`config.mk`:
```
export PLATFORM = sky130hd
export DESIGN_NAME = apb_slave_mem
export DESIGN_NICKNAME = d
export VERILOG_FILES = /design/src/rtl/apb_pkg.sv /design/src/rtl/apb_slave_regfile.sv /design/src/rtl/apb_slave_mem.sv
export SDC_FILE = /design/constraint.sdc
export NUM_CORES = 1
export LEC_CHECK = 0
export CAP_MARGIN = 20
export CELL_PAD_IN_SITES_DETAIL_PLACEMENT = 0
export CELL_PAD_IN_SITES_GLOBAL_PLACEMENT = 1
export CORE_ASPECT_RATIO = 1.1
export CORE_MARGIN = 2
export CORE_UTILIZATION = 30
export CTS_CLUSTER_DIAMETER = 100
export DETAILED_ROUTE_END_ITERATION = 8
export GPL_ROUTABILITY_DRIVEN = 0
export GPL_TIMING_DRIVEN = 0
export PLACE_DENSITY_LB_ADDON = 0.1
export SYNTH_ARGS = -nofsm -noshare
export SYNTH_HDL_FRONTEND = slang
export SYNTH_SLANG_ARGS = --single-unit
```
`constraint.sdc`:
```
create_clock -name pclk -period 3.44 [get_ports pclk]
set_clock_uncertainty 0.1 [all_clocks]
set_input_delay 1.032 -clock pclk [delete_from_list [all_inputs] [get_ports pclk]]
set_output_delay 1.032 -clock pclk [all_outputs]
set_load 0.01 [all_outputs]
```
`src/rtl/apb_pkg.sv`:
```
// Shared APB completer definitions: bus width defaults, FSM state type and
// the wait-state ceiling the bus protocol checker allows.
package apb_pkg;

  localparam int APB_DATA_W   = 32;
  localparam int APB_ADDR_W   = 32;
  localparam int APB_MAX_WAIT = 5;
  localparam int APB_CNT_W    = 3;

  typedef enum logic {
    IDLE   = 1'b0,
    ACCESS = 1'b1
  } apb_slv_state_e;

  function automatic int apb_idx_w(input int depth);
    return (depth > 1) ? $clog2(depth) : 1;
  endfunction

endpackage

```
`src/rtl/apb_slave_regfile.sv`:
```
// Word storage for the APB completer: async-cleared array, one write port,
// one combinational read port.
module apb_slave_regfile #(
  parameter int DATA_W = 32,
  parameter int DEPTH  = 16,
  parameter int IDX_W  = 4
) (
  input  logic              clk_i,
  input  logic              rst_ni,
  input  logic              we_i,
  input  logic [IDX_W-1:0]  waddr_i,
  input  logic [DATA_W-1:0] wdata_i,
  input  logic [IDX_W-1:0]  raddr_i,
  output logic [DATA_W-1:0] rdata_o
);

  logic [DATA_W-1:0] mem_q [DEPTH];

  // Every word clears with reset so a dropped transfer can never leave stale data.
  always_ff @(posedge clk_i or negedge rst_ni) begin
    if (!rst_ni) begin
      for (int i = 0; i < DEPTH; i++) begin
        mem_q[i] <= {DATA_W{1'b0}};
      end
    end else begin
      for (int i = 0; i < DEPTH; i++) begin
        if (we_i && (waddr_i == IDX_W'(i))) begin
          mem_q[i] <= wdata_i;
        end
      end
    end
  end

  always_comb begin
    rdata_o = {DATA_W{1'b0}};
    for (int i = 0; i < DEPTH; i++) begin
      if (raddr_i == IDX_W'(i)) begin
        rdata_o = mem_q[i];
      end else begin
        rdata_o = rdata_o;
      end
    end
  end

endmodule

```
`src/rtl/apb_slave_mem.sv`:
```
// APB3 completer over a small word memory: base-relative decode, fixed
// read/write wait states, pslverr on misaligned or out-of-window accesses.
module apb_slave_mem
  import apb_pkg::*;
#(
  parameter int                DATA_W    = APB_DATA_W,
  parameter int                ADDR_W    = APB_ADDR_W,
  parameter int                DEPTH     = 16,
  parameter logic [ADDR_W-1:0] BASE_ADDR = {ADDR_W{1'b0}},
  parameter int                RD_WAIT   = 1,
  parameter int                WR_WAIT   = 0
) (
  input  logic              pclk,
  input  logic              rst_n,
  input  logic [ADDR_W-1:0] paddr,
  input  logic [DATA_W-1:0] pwdata,
  input  logic              pwrite,
  input  logic              psel,
  input  logic              penable,
  output logic [DATA_W-1:0] prdata,
  output logic              pready,
  output logic              pslverr
);

  localparam int                   IDX_W   = apb_idx_w(DEPTH);
  localparam logic [ADDR_W-1:0]    DEPTH_A = ADDR_W'(DEPTH);
  localparam logic [APB_CNT_W-1:0] RD_CNT  = APB_CNT_W'(RD_WAIT);
  localparam logic [APB_CNT_W-1:0] WR_CNT  = APB_CNT_W'(WR_WAIT);

  if ((RD_WAIT < 0) || (RD_WAIT > APB_MAX_WAIT) ||
      (WR_WAIT < 0) || (WR_WAIT > APB_MAX_WAIT)) begin : g_wait_range_check
    $error("apb_slave_mem: RD_WAIT/WR_WAIT must lie in 0..%0d", APB_MAX_WAIT);
  end

  apb_slv_state_e        state_q, state_d;
  logic [APB_CNT_W-1:0]  cnt_q, cnt_d;
  logic                  write_q, write_d;
  logic                  err_q, err_d;
  logic [IDX_W-1:0]      idx_q, idx_d;
  logic [DATA_W-1:0]     wdata_q, wdata_d;

  logic [ADDR_W-1:0]     off_s;
  logic [ADDR_W-1:0]     word_off_s;
  logic                  err_s;
  logic                  pready_s;
  logic                  we_s;
  logic [DATA_W-1:0]     rdata_s;

  // Decode happens once at setup; only the word index and error flag are kept.
  assign off_s      = paddr - BASE_ADDR;
  assign word_off_s = off_s >> 2;
  assign err_s      = (paddr[1:0] != 2'b00) | (paddr < BASE_ADDR) | (word_off_s >= DEPTH_A);

  always_comb begin
    state_d = state_q;
    cnt_d   = cnt_q;
    write_d = write_q;
    err_d   = err_q;
    idx_d   = idx_q;
    wdata_d = wdata_q;
    case (state_q)
      IDLE: begin
        if (psel && !penable) begin
          write_d = pwrite;
          wdata_d = pwdata;
          err_d   = err_s;
          idx_d   = word_off_s[IDX_W-1:0];
          cnt_d   = pwrite ? WR_CNT : RD_CNT;
          state_d = ACCESS;
        end else begin
          state_d = IDLE;
        end
      end
      ACCESS: begin
        if (!psel) begin
          cnt_d   = {APB_CNT_W{1'b0}};
          state_d = IDLE;
        end else if (penable) begin
          if (cnt_q == {APB_CNT_W{1'b0}}) begin
            state_d = IDLE;
          end else begin
            cnt_d = cnt_q - {{(APB_CNT_W-1){1'b0}}, 1'b1};
          end
        end else begin
          state_d = ACCESS;
        end
      end
      default: begin
        cnt_d   = {APB_CNT_W{1'b0}};
        state_d = IDLE;
      end
    endcase
  end

  always_ff @(posedge pclk or negedge rst_n) begin
    if (!rst_n) begin
      state_q <= IDLE;
      cnt_q   <= {APB_CNT_W{1'b0}};
      write_q <= 1'b0;
      err_q   <= 1'b0;
      idx_q   <= {IDX_W{1'b0}};
      wdata_q <= {DATA_W{1'b0}};
    end else begin
      state_q <= state_d;
      cnt_q   <= cnt_d;
      write_q <= write_d;
      err_q   <= err_d;
      idx_q   <= idx_d;
      wdata_q <= wdata_d;
    end
  end

  assign pready_s = (state_q == ACCESS) & (cnt_q == {APB_CNT_W{1'b0}}) & psel & penable;
  assign we_s     = pready_s & write_q & ~err_q;

  apb_slave_regfile #(
    .DATA_W (DATA_W),
    .DEPTH  (DEPTH),
    .IDX_W  (IDX_W)
  ) u_regfile (
    .clk_i   (pclk),
    .rst_ni  (rst_n),
    .we_i    (we_s),
    .waddr_i (idx_q),
    .wdata_i (wdata_q),
    .raddr_i (idx_q),
    .rdata_o (rdata_s)
  );

  assign pready  = pready_s;
  assign pslverr = pready_s & err_q;
  assign prdata  = (pready_s & ~write_q & ~err_q) ? rdata_s : {DATA_W{1'b0}};

endmodule

```
==> metrics.txt <==
reg2reg end=u_regfile.mem_q[333]; number of core rows=~110; filler instances=slightly above 8000; Detail Placement HPWL=82.3 mm; synth top area cells=dfrtp_1 (53%), mux2_2 (23%), mux2i_1 (2.0%); crit share post-route=118%; final instance area=approximately 35000 sq um; H-tree levels=3; GRT Resource Usage Total=27.3%; CP max FO=8; Setup violations, final=42; Crit Path Class=reg -> out; Crit. End Element=output pin; antenna viol nets, final=0; clock buffer depth=3; worst setup path startpoint=idx_q[0]; synthesized instance count=2034; TritonCTS Buffers=69; failing checks=setup timing; fin. max-slew vios=0; Power per Cell Area=between 500 and 600 nW/um^2; share of post-route cells with drive strength above 1=50.4%; vias in the first global route=around 21000; crit path capture=prdata[13]; maximum clock frequency=247 MHz; dpl cell area=just under 30000 sq um; setup TNS=-15.61 ns; worst reg2reg setup slack=-0.08 ns; via count=20100; Die Span X=~290 um; clock-pin slew on the worst setup and hold paths=about 0.07 ns; Mapped Area=26100 sq um; I/O pin count=around 100; worst hold path class=in -> async; Distinct cells, synth=64; Final Hold Viols=0; Clk pwr share=a little under two fifths; Yosys top cell area share=between 50% and 60%; clk root buf=clkbuf_16; Post-Syn Nets=~2100; post-synthesis compound-gate area fraction=between 10% and 20%; post-synthesis sequential area ratio=about 53%; post-synthesis mux area share=around 28%; synthesis-to-finish area growth=35.2%; vias per cell=between 5 and 6; clock sink count=approximately 550; sw frac=32.5%; XOR/XNOR share of the synthesized area=0%; Setup WS post-layout=-0.609 ns; Worst Max-Slew Pin Slew=1.22 ns; Async SR Flop Fraction=100%; largest family of logic cells by synthesized area=multiplexers; leading area contributor after synthesis=dfrtp_1; global-route wire length before repair=169 mm; initial core utilization=just over 30%; Gate power share=25.9%; EDFF count, synth=0; Max Cap Viol=0; Internal=13.3 mW; Buffers on Ports=just over 100; GRT overflow=0; CTS tree=yes; sequential share of power=a little over a third; Iteration-0 DRC Markers=1743; FF-to-FF Start=cnt_q[0]; Die Y=314 um; Synth Area per Inst=12.8 sq um; fraction of the mapped netlist area in simple logic gates=5.17%; DRC=0; core area=86400 sq um; 1st-pass router iterations=6; worst-skew pair later-pin latency=roughly 0.64 ns; #FFs+latches synth=between 500 and 600; WL final=between 100 and 150 mm; non-filler cells, final=between 3000 and 4000; fin crit period=4.05 ns; startpoint types=flop; pin count of the biggest net entering global routing=119; drt wl/cell=about 35 um; YS warnings=0; RSZ-0062 raised after global routing=true; outcome=complete, but fails checks; Nets=2438; area of the die=just under 90000 sq um; worst path arrival time=roughly 2.9 ns; Pleak=roughly 16 nW; R2R depth=10; Top FF cell, synth=dfrtp_1; slew margin rel.=between 10% and 20%; worst vdd ir=between 0.2 and 0.3 mV; worst path required time=2.31 ns; adder-cell area share of the yosys netlist=0.0958%; initial antenna violation count=6; Sw Pwr=6.41 mW; placed cell count=about 3300
-- cell families (layout without fill, tap and decap cells) --
logic type                 Yosys count  count (layout)
other                                0               1
AOI/OAI and AO/OA                  401             401
muxes                              640             640
adders and majority gates            2               2
and+or+nand+nor                    242             242
DFF                                554             554
buffers and inverters              195             580
-- per-layer routing --
layer / share of wire (%) / up-vias / track usage, %
met3: 5.9 / 290 / 4.25
li1: - / 8254 / -
met1: 43 / 10700 / 36.4
met5: 0 / - / 0
met2: 46 / 842 / 42.7
met4: 5.6 / 0 / 14.6
-- synthesized netlist by cell type, types with 12 or more instances --
library cell,number
nor2_1,53
dfrtp_1,554
mux2i_1,51
nor3_1,16
o221ai_1,14
o21ai_0,90
nor2b_1,20
mux2_1,39
o22ai_1,51
nand2b_1,22
a211oi_1,24
clkbuf_1,101
buf_2,47
nand2_1,57
o211ai_1,12
a221oi_1,18
a21oi_1,82
a22oi_1,37
buf_4,22
mux2_2,531
mux4_2,19
and2_1,12
-- how the worst min path moves through the flow --
stage | endpoint | startpoint | depth (start not counted)
3_3_place_gp | u_regfile.mem_q[380] | u_regfile.mem_q[380] | 1
2_1_floorplan | u_regfile.mem_q[423] | u_regfile.mem_q[423] | 1
5_1_grt | u_regfile.mem_q[320] | u_regfile.mem_q[320] | 1
6_report | u_regfile.mem_q[140] | rst_n | 1
4_1_cts | u_regfile.mem_q[140] | rst_n | 1
3_5_place_dp | u_regfile.mem_q[442] | u_regfile.mem_q[442] | 1
-- per-stage QoR --
stage	setup WS (ns)	hold slack, ns	util, %	total power, mW
finish	-0.609	0.351	40.9	19.8
global route	-0.620	0.404	40.9	20.3
CTS	-0.580	0.380	39.8	19.4
detailed placement	-2.06	0.367	34.1	10.9
global placement	-24.68	0.362	33.3	10.7
floorplan	-0.129	0.350	-	8.76
-- flip-flops by register name, summed over array words and instances, names as in the netlist --
name and cells:
u_regfile.mem_q 512, wdata_q 32, idx_q 4, cnt_q 3, err_q 1, state_q 1, write_q 1
-- layout by cell type (no fill, tap or decap), drive strengths merged, types with 6 or more instances in the layout --
cell type,count
mux4,19
clkinv,13
o21ai,90
and2,13
nor3,28
o221ai,14
o32ai,10
nor2b,20
nand2b,22
clkbuf,195
inv,11
nor4,8
buf,290
mux2i,51
o211ai,12
a31oi,9
mux2,570
o21a,6
a22oi,37
and4,7
clkdlybuf4s50,67
nand3,10
nor2,53
o22ai,51
a221oi,18
dfrtp,554
a211oi,24
a21oi,82
nand2,57
-- what timing repair did --
action | 4_1_cts | 5_1_grt
endpoints found under the setup margin | 144 | 42
setup buffers | 84 | 39
hold buffers | 0 | 0
gates resized for setup | 633 | 168
cloned | 2 | 1
endpoints found under the hold margin | 0 | 0
pin swaps | 63 | 80
-- power by group through the flow --
stage | Clock, mW | Combinational, mW | Sequential, mW
2_1_floorplan | 0 | 1.60 | 7.15
3_3_place_gp | 0 | 3.36 | 7.31
3_5_place_dp | 0 | 3.58 | 7.30
4_1_cts | 7.57 | 4.65 | 7.20
5_1_grt | 7.83 | 5.24 | 7.25
6_report | 7.42 | 5.13 | 7.21
-- cell type report --
cell class              count  area [sq um]  area share, %
repair buffers            268          3000           8.50
well taps                1150          1440           4.07
multi-input cells        1285         12600           35.8
diodes                      1          2.50        0.00708
clock inverters            17           194          0.549
plain buffers             178          2040           5.78
inverters                  11          65.1          0.184
flip-flops and latches    554         13900           39.2
clock buffers             106          2080           5.88
-- critical path, cell delays in order, from the launching register on --
cell and delay, ns:
dfrtp_2 0.47, buf_12 0.19, buf_16 0.16, buf_16 0.14, buf_16 0.15, buf_12 0.14, mux2i_4 0.19, o31ai_2 0.26
o211ai_1 0.15, a31oi_2 0.24, buf_2 0.17
Note: power is estimated with default switching activity, not from simulation.
